<file path="src/rtl/conv_mac_ctrl.sv">
`default_nettype none
// +--------------------------------------------------------------------------+
// | conv_mac_ctrl : multiply-accumulate controller for one convolution job.  |
// | Rev 1.0 - initial release                                                |
// +--------------------------------------------------------------------------+

module conv_mac_mul16 (
  input  logic signed [15:0] i_a,
  input  logic signed [15:0] i_b,
  output logic signed [31:0] o_p
);
  assign o_p = i_a * i_b;
endmodule

module conv_mac_ctrl #(
  parameter int TAPS  = 9,
  parameter int ACC_W = 36
) (
  input  logic             clk,
  input  logic             rst_n,
  input  logic             start,
  input  logic             abort,
  input  logic             in_valid,
  output logic             in_ready,
  input  logic [15:0]      pixel,
  input  logic [15:0]      weight,
  output logic             res_valid,
  input  logic             res_ready,
  output logic [ACC_W-1:0] result,
  output logic             overflow,
  output logic             busy
);
  localparam int               CNT_W  = 8;
  localparam logic [CNT_W-1:0] C_LAST = CNT_W'(TAPS - 1);

  typedef enum logic [1:0] {
    S_IDLE  = 2'd0,
    S_LOAD  = 2'd1,
    S_DRAIN = 2'd2,
    S_DONE  = 2'd3
  } state_t;

  state_t             r_state;
  logic [CNT_W-1:0]   r_cnt;
  logic signed [31:0] r_prod;
  logic               r_prod_vld;
  logic [ACC_W-1:0]   r_acc;
  logic [ACC_W-1:0]   r_result;
  logic               r_ovf;
  logic               r_in_ready;
  logic               r_res_valid;
  logic               r_busy;

  logic signed [31:0] w_prod;
  logic [ACC_W-1:0]   w_addend;
  logic [ACC_W-1:0]   w_sum;
  logic               w_add_ovf;
  logic               w_hs;

  conv_mac_mul16 u_mul (
    .i_a (pixel),
    .i_b (weight),
    .o_p (w_prod)
  );

  assign w_hs      = in_valid & r_in_ready;
  assign w_addend  = ACC_W'(r_prod);
  assign w_sum     = r_acc + w_addend;
  // Overflow: both addends share a sign that the wrapped sum does not.
  assign w_add_ovf = (r_acc[ACC_W-1] == w_addend[ACC_W-1]) &&
                     (w_sum[ACC_W-1] != r_acc[ACC_W-1]);

  always_ff @(posedge clk or negedge rst_n) begin
    if (!rst_n) begin
      r_state     <= S_IDLE;
      r_cnt       <= '0;
      r_prod      <= '0;
      r_prod_vld  <= 1'b0;
      r_acc       <= '0;
      r_result    <= '0;
      r_ovf       <= 1'b0;
      r_in_ready  <= 1'b0;
      r_res_valid <= 1'b0;
      r_busy      <= 1'b0;
    end else if (abort && (r_state != S_IDLE)) begin
      r_state     <= S_IDLE;
      r_prod_vld  <= 1'b0;
      r_in_ready  <= 1'b0;
      r_res_valid <= 1'b0;
      r_busy      <= 1'b0;
    end else begin
      if (r_prod_vld) begin
        r_acc <= w_sum;
        if (w_add_ovf) r_ovf <= 1'b1;
      end
      r_prod_vld <= 1'b0;

      case (r_state)
        S_IDLE: begin
          if (start) begin
            r_acc      <= '0;
            r_cnt      <= '0;
            r_ovf      <= 1'b0;
            r_result   <= '0;
            r_state    <= S_LOAD;
            r_in_ready <= 1'b1;
            r_busy     <= 1'b1;
          end
        end
        S_LOAD: begin
          if (w_hs) begin
            r_prod     <= w_prod;
            r_prod_vld <= 1'b1;
            r_cnt      <= r_cnt + 1'b1;
            if (r_cnt == C_LAST) begin
              r_state    <= S_DRAIN;
              r_in_ready <= 1'b0;
            end
          end
        end
        S_DRAIN: begin
          r_state <= S_DONE;
        end
        S_DONE: begin
          // First DONE cycle publishes the settled accumulator.
          if (!r_res_valid) begin
            r_result    <= r_acc;
            r_res_valid <= 1'b1;
          end else if (res_ready) begin
            r_state     <= S_IDLE;
            r_res_valid <= 1'b0;
            r_busy      <= 1'b0;
          end
        end
        default: r_state <= S_IDLE;
      endcase
    end
  end

  assign in_ready  = r_in_ready;
  assign res_valid = r_res_valid;
  assign result    = r_result;
  assign overflow  = r_ovf;
  assign busy      = r_busy;

endmodule
`default_nettype wire

</file>
<file path="config.mk">
export PLATFORM = sky130hd
export DESIGN_NAME = conv_mac_ctrl
export DESIGN_NICKNAME = d
export VERILOG_FILES = /design/src/rtl/conv_mac_ctrl.sv
export SDC_FILE = /design/constraint.sdc
export NUM_CORES = 1
export LEC_CHECK = 0
export CAP_MARGIN = 15
export CORE_ASPECT_RATIO = 2
export CORE_MARGIN = 10
export CORE_UTILIZATION = 63
export DETAILED_ROUTE_END_ITERATION = 6
export PLACE_DENSITY = 0.92
export SYNTH_ARGS = -nofsm -noshare
export SYNTH_HDL_FRONTEND = slang
export SYNTH_SLANG_ARGS = --single-unit
</file>
<file path="constraint.sdc">
create_clock -name clk -period 4 [get_ports clk]
set_clock_uncertainty 0.1 [all_clocks]
set_input_delay 0.6 -clock clk [delete_from_list [all_inputs] [get_ports clk]]
set_output_delay 0.6 -clock clk [all_outputs]
set_load 0.005 [all_outputs]
</file>
==> impl_metrics.ini, run 1 <==
[placed_design]
post_dp_cell_area_um2 = 18700
gp_congestion = 0.979
dp_hpwl_mm = 36.3
port_buffers = 77

[worst_setup_path]
critPathRequiredTime_ns = 4.18
r2r-start = r_prod[0]
start_kind = input pin
end_kind = flop
reg2regPathDepth = 11
critPathKind = input pin to flop
crit_fanout = 4
cp.arrival_ns = 6.35
r2r-end = r_acc[34]
reg2reg_slack_ns = 0.58

[die]
core_area_um2 = 25500
rows = 83
die_y_um = 247
die_area_um2 = 32900
start_util_pct = 63.4
die_x_um = 133
io_pins = 78

[timing]
tightestPinTransition_ns = 0.892
slew_viol_final = 0
setup_slack_ns = -2.17
hold_violations = 0
max_freq_ghz = 0.162
slew_headroom_pct = 40.3
finalSetupViolations = 27
min_period_ns = 6.17
min_period_over_period_pct = 154
rsz0062_at_grt = true

[drt]
drt_wl_total_mm = 54.8
vias_per_cell = 6.23
first_pass_iters = 5
wl_per_cell_um = 23.4
first_iter_violations = 1133
num_vias = 14600
antenna_left = 0
drc = 0

[hold_path]
hold_class = input pin to asynchronous set/reset pin

[grt]
grt_max_degree = 62
grt-ovfl-total = 0
grt_pass1_wl_mm = 81.3
grtUsageTotal_pct = 31.4
grt_pass1_vias = 16000
antenna_found_initial = 0

[synth]
synth_top_family_by_area = adder cells
synthMuxAreaShare_pct = 0.124
yosysTopAreaCell = fa_1
yosys_register_bits = 119
ys_types = 67
yosysWarnings = 0
yosysSeqAreaShare_pct = 18.4
yosys.area_share.simple_pct = 14.1
ys_async_sr_fraction_pct = 100
syn_area_per_cell_um2 = 9.33
synthCells = 1736
synth_xor_area_share_pct = 3.52
synthTopCellsByArea = fa_1, dfrtp_1, ha_1
synth_edf_count = 0
yosys_most_used_dff = dfrtp_1
syn_area_um2 = 16200
synth_compound_area_share_pct = 13.0
synth_nets = 2160
yosysTopAreaCellShare_pct = 32.5
synthAdderAreaFrac_pct = 42.0

[finish]
fin_nets = 2411
fin_area_um2 = 20400
drive_above_1_share_pct = 22.4
area_growth_syn_to_layout_pct = 25.8

[status]
violations = setup timing
outcome = finished, violations left

[clocking]
clk_latency_ns = 0.43
root_buffer = clkbuf_16
clock_tree.buffer_depth = 2
cts_inserted_buffers = 17
htreeDepth = 4
clkSinkCount = 119
cts_tree = built
clkTransAtPathRegs_ns = 0.05

[job]
maxCapViolations = 0
## worst max-delay path by stage
stage | from | to | slack [ns] | cells past startpoint
floorplan | weight[4] | r_prod[23] | -1.85 | 20
global placement | pixel[14] | r_prod[28] | -2.65 | 22
detailed placement | pixel[7] | r_prod[28] | -2.79 | 24
CTS | weight[4] | r_prod[31] | -1.95 | 21
global route | weight[3] | r_prod[24] | -2.23 | 24
finish | weight[1] | r_prod[28] | -2.17 | 20
## registers in the layout, summed over array words and instances, names as in the netlist, 2 cells and up
register,count
result,36
r_prod,32
r_acc,36
r_state,2
r_cnt,8
## Yosys cell counts (7+ instances only)
master	count
nand2_1	221
nand4_1	13
o21ai_0	80
o21a_1	13
a21o_1	34
xor2_1	30
dfrtp_1	119
o31ai_1	7
a31oi_1	11
inv_1	314
a22o_1	43
nand2b_1	9
nor3_1	13
nand3_1	15
ha_1	123
xnor2_1	35
and2_1	132
fa_1	263
nor2_1	46
a21oi_1	64
clkbuf_1	59
## critical path, stage by stage
cell	delay, ns
buf_12	0.11
bufbuf_16	0.26
nand2_4	0.07
inv_2	0.07
fa_2	0.61
buf_4	0.15
inv_1	0.09
fa_1	0.70
fa_1	0.50
fa_1	0.59
fa_1	0.46
fa_1	0.52
inv_1	0.08
ha_4	0.29
nand4_1	0.14
or4_4	0.55
a31oi_4	0.20
a21oi_2	0.10
xor2_1	0.18
o21ai_1	0.08
## cells by family (layout without fill, tap and decap cells)
| group | after synthesis | in the layout |
|---|---|---|
| DFF | 119 | 119 |
| buffers and inverters | 378 | 642 |
| AOI/OAI and AO/OA | 311 | 311 |
| adders and majority gates | 386 | 386 |
| and+or+nand+nor | 475 | 475 |
| muxes | 2 | 2 |
| other | 0 | 1 |
| xor gates and xnor gates | 65 | 65 |
## per-layer routing
| metal | part of all wire [%] | track usage [%] | up-vias |
|---|---|---|---|
| met5 | 0 | 0 | - |
| met4 | 11 | 26.0 | 0 |
| met3 | 6.4 | 4.84 | 452 |
| met2 | 52 | 58.6 | 956 |
| met1 | 30 | 28.9 | 7145 |
| li1 | - | - | 6024 |
## area by class of cell
type | instances | area [µm²]
Antenna cell | 1 | 2.50
Clock buffer | 19 | 433
Clock inverter | 13 | 133
Fill cell | 1461 | 5180
Inverter | 314 | 1180
Multi-Input combinational cell | 1239 | 12500
Sequential cell | 119 | 2980
Tap cell | 340 | 425
Timing Repair Buffer | 296 | 2690
## metrics by stage
stage | hold slack [ns] | util [%] | setup TNS (ns) | std cells | setup WS, ns
2_1_floorplan | 0.204 | - | -35.15 | 1736 | -1.85
3_3_place_gp | 0.369 | 73.4 | -57.94 | 2262 | -2.65
3_5_place_dp | 0.381 | 73.4 | -60.63 | 2262 | -2.79
4_1_cts | 0.168 | 78.6 | -37.98 | 2337 | -1.95
5_1_grt | 0.210 | 79.7 | -46.03 | 2340 | -2.23
6_report | 0.155 | 79.7 | -43.10 | 2341 | -2.17
## timing repair
action,4_1_cts,5_1_grt
setup endpoints to repair,27,26
setup buffers,39,10
hold buffers,0,0
pin swaps,82,59
resized for setup,195,104
cloned,5,0
## cell usage in the layout, fill, tap and decap left out, types with 8 or more instances in the layout
cell               n
buf_12            12
nand3_1           15
nor3_1            12
and2_1           109
xor2_1            29
a21oi_2           12
xnor2_1           30
inv_1            283
inv_2             31
a22o_1            43
clkdlybuf4s50_1   45
and2_4            23
nand2b_1           8
fa_1             245
o21ai_0           64
buf_6             35
buf_4            172
nor2_1            43
dfrtp_1          119
nand2_1          211
ha_4              18
o21ai_1           17
fa_2              18
a21o_1            33
clkbuf_16         17
ha_1             101
a21oi_1           48
o21a_1            13
a31oi_1            8
buf_2             10
nand4_1           13
Power of run 1 is not shown: default switching activity piles up to over one toggle a cycle in this logic, so the estimate is an artifact.
==> inputs of run 2 (changes only) <==
GPL_ROUTABILITY_DRIVEN = 0   (was unset)
SETUP_SLACK_MARGIN = 0.05   (was unset)
SKIP_LAST_GASP = 1   (was unset)
==> run 2 against run 1 <==
The run still ends with setup timing left. Cell area about the same. Maximum frequency decreased by 4.9%. Non-clock buffer count increased by 7. Die area unchanged. Core utilization about the same. Global-route usage increased by 3.6 points. Count of clock-buffer cells in the layout increased by 10.
==> impl_metrics.ini, run 2 (synthesis results as in run 1) <==
[die]
die_y_um = 247
rows = 83
io_pins = 78
die_area_um2 = 32900
die_x_um = 133
start_util_pct = 63.4
core_area_um2 = 25500

[finish]
mostFrequentLayoutCells = inv_1, fa_1, nand2_1, buf_4, dfrtp_1
seq_area_um2 = 2980
final_core_util_pct = 79.7
multi_input_area_um2 = 12500
area_growth_syn_to_layout_pct = 25.7
fillerInstances = 1357
final_common_cell = inv_1
drive_above_1_share_pct = 23.0
stdcell_count = 2347
fin_nets = 2426

[drt]
first_pass_iters = 7
wl_per_cell_um = 27.0
drc = 0
drt_wl_total_mm = 63.3
vias_per_cell = 6.66
first_iter_violations = 1755
num_vias = 15600
antenna_left = 0

[timing]
finalSetupViolations = 26
min_period_ns = 6.49
tightestPinTransition_ns = 0.724
slew_headroom_pct = 51.3
min_period_over_period_pct = 162
rsz0062_at_grt = true
hold_violations = 0
max_freq_ghz = 0.154
slew_viol_final = 0
tns_ns = -48.79
setup_slack_ns = -2.49

[worst_setup_path]
crit_fanout = 4
crit_chain = buf_6 > bufbuf_16 > nand2_1 > fa_1 > fa_2 > fa_1 > inv_1 > fa_1 > fa_1 > inv_2 > fa_1 > inv_1 > ha_4 > a21o_1 > a21o_1 > buf_6 > a21oi_2 > or4_4 > a31oi_4 > a21boi_2 > xor2_1 > o21ai_1
crit_family = adder cells
end_kind = flop
crit_buf_inv = 6
critPathSlowestCell = fa_1
critPathKind = input pin to flop
cp_common_cell = fa_1
critPathMaxStageDelay_ns = 0.90
cp.arrival_ns = 6.71
critPathRequiredTime_ns = 4.22
start_kind = input pin

[clocking]
cts_tree = built
clkTransAtPathRegs_ns = 0.04
clock_tree.buffer_depth = 3
cts_inserted_buffers = 25
ctsHoldBuffers = 0
clkSinkCount = 119
clk_latency_ns = 0.48
root_buffer = clkbuf_16
htreeDepth = 4

[grt]
antenna_found_initial = 2
grt_max_degree = 120
grtUsageTotal_pct = 35.0
grt_pass1_vias = 16900
grt_pass1_wl_mm = 89.3
grt-ovfl-total = 0

[placed_design]
preCtsSetupSlack_ns = -2.79
dp_hpwl_mm = 37.5
post-place-cells = 2258
port_buffers = 77

[job]
maxCapViolations = 0

[status]
violations = setup timing
outcome = finished, violations left

[hold_path]
hold_class = input pin to asynchronous set/reset pin
[run 2: cell types whose count changed in the layout (fill, tap and decap cells not counted), sizes merged]
cell	before	now
dlygate4sd2	6	1
bufbuf	2	1
buf	233	241
clkbuf	26	42
clkinv	10	0
clkdlybuf4s15	3	2
bufinv	2	0
clkinvlp	1	2
[run 2: final cells by class]
| class | count | share of cell area [%] |
|---|---|---|
| diodes | 1 | 0.0123 |
| clock buffers | 29 | 3.20 |
| clock inverters | 2 | 0.0738 |
| inverters | 314 | 5.79 |
| multi-input cells | 1239 | 61.4 |
| flip-flops and latches | 119 | 14.6 |
| well taps | 340 | 2.09 |
| repair buffers | 303 | 12.8 |
[run 2: per-layer routing]
metal,routed length (µm),up-vias,global-route usage (%)
met1,17600,7410,32.3
li1,-,6034,-
met2,30100,1456,61.3
met3,6990,725,8.01
met5,13,-,0
met4,8600,2,33.8
[run 2: per-stage QoR]
stage / hold slack, ns / instance area [µm²]
after floorplan: 0.204 / 16600
after detailed placement: 0.380 / 18700
after global placement: 0.370 / 18700
after CTS: 0.142 / 20100
final: 0.0986 / 20400
after global routing: 0.142 / 20400
[run 2: final timing paths]
| check | startpoint | endpoint | slack, ns | depth (start not counted) |
|---|---|---|---|---|
| worst max-delay path | weight[1] | r_prod[30] | -2.49 | 22 |
| worst min-delay path | rst_n | result[5] | 0.1 | 2 |
| worst max register to register | r_prod[0] | r_acc[34] | 0.45 | 11 |
| worst min register to register | result[11] | result[11] | 0.40 | 1 |
| max in group asynchronous | rst_n | r_acc[28] | 3.18 | 2 |
| min in group clk | result[11] | result[11] | 0.40 | 1 |
[run 2: repair_timing]
item	in CTS	in global routing
pin swaps	82	106
cloned	1	0
resized for setup	186	114
setup endpoints to repair	27	26
setup buffers	49	13
endpoints found under the hold margin	0	0
Power of run 2 is left out for the same reason.
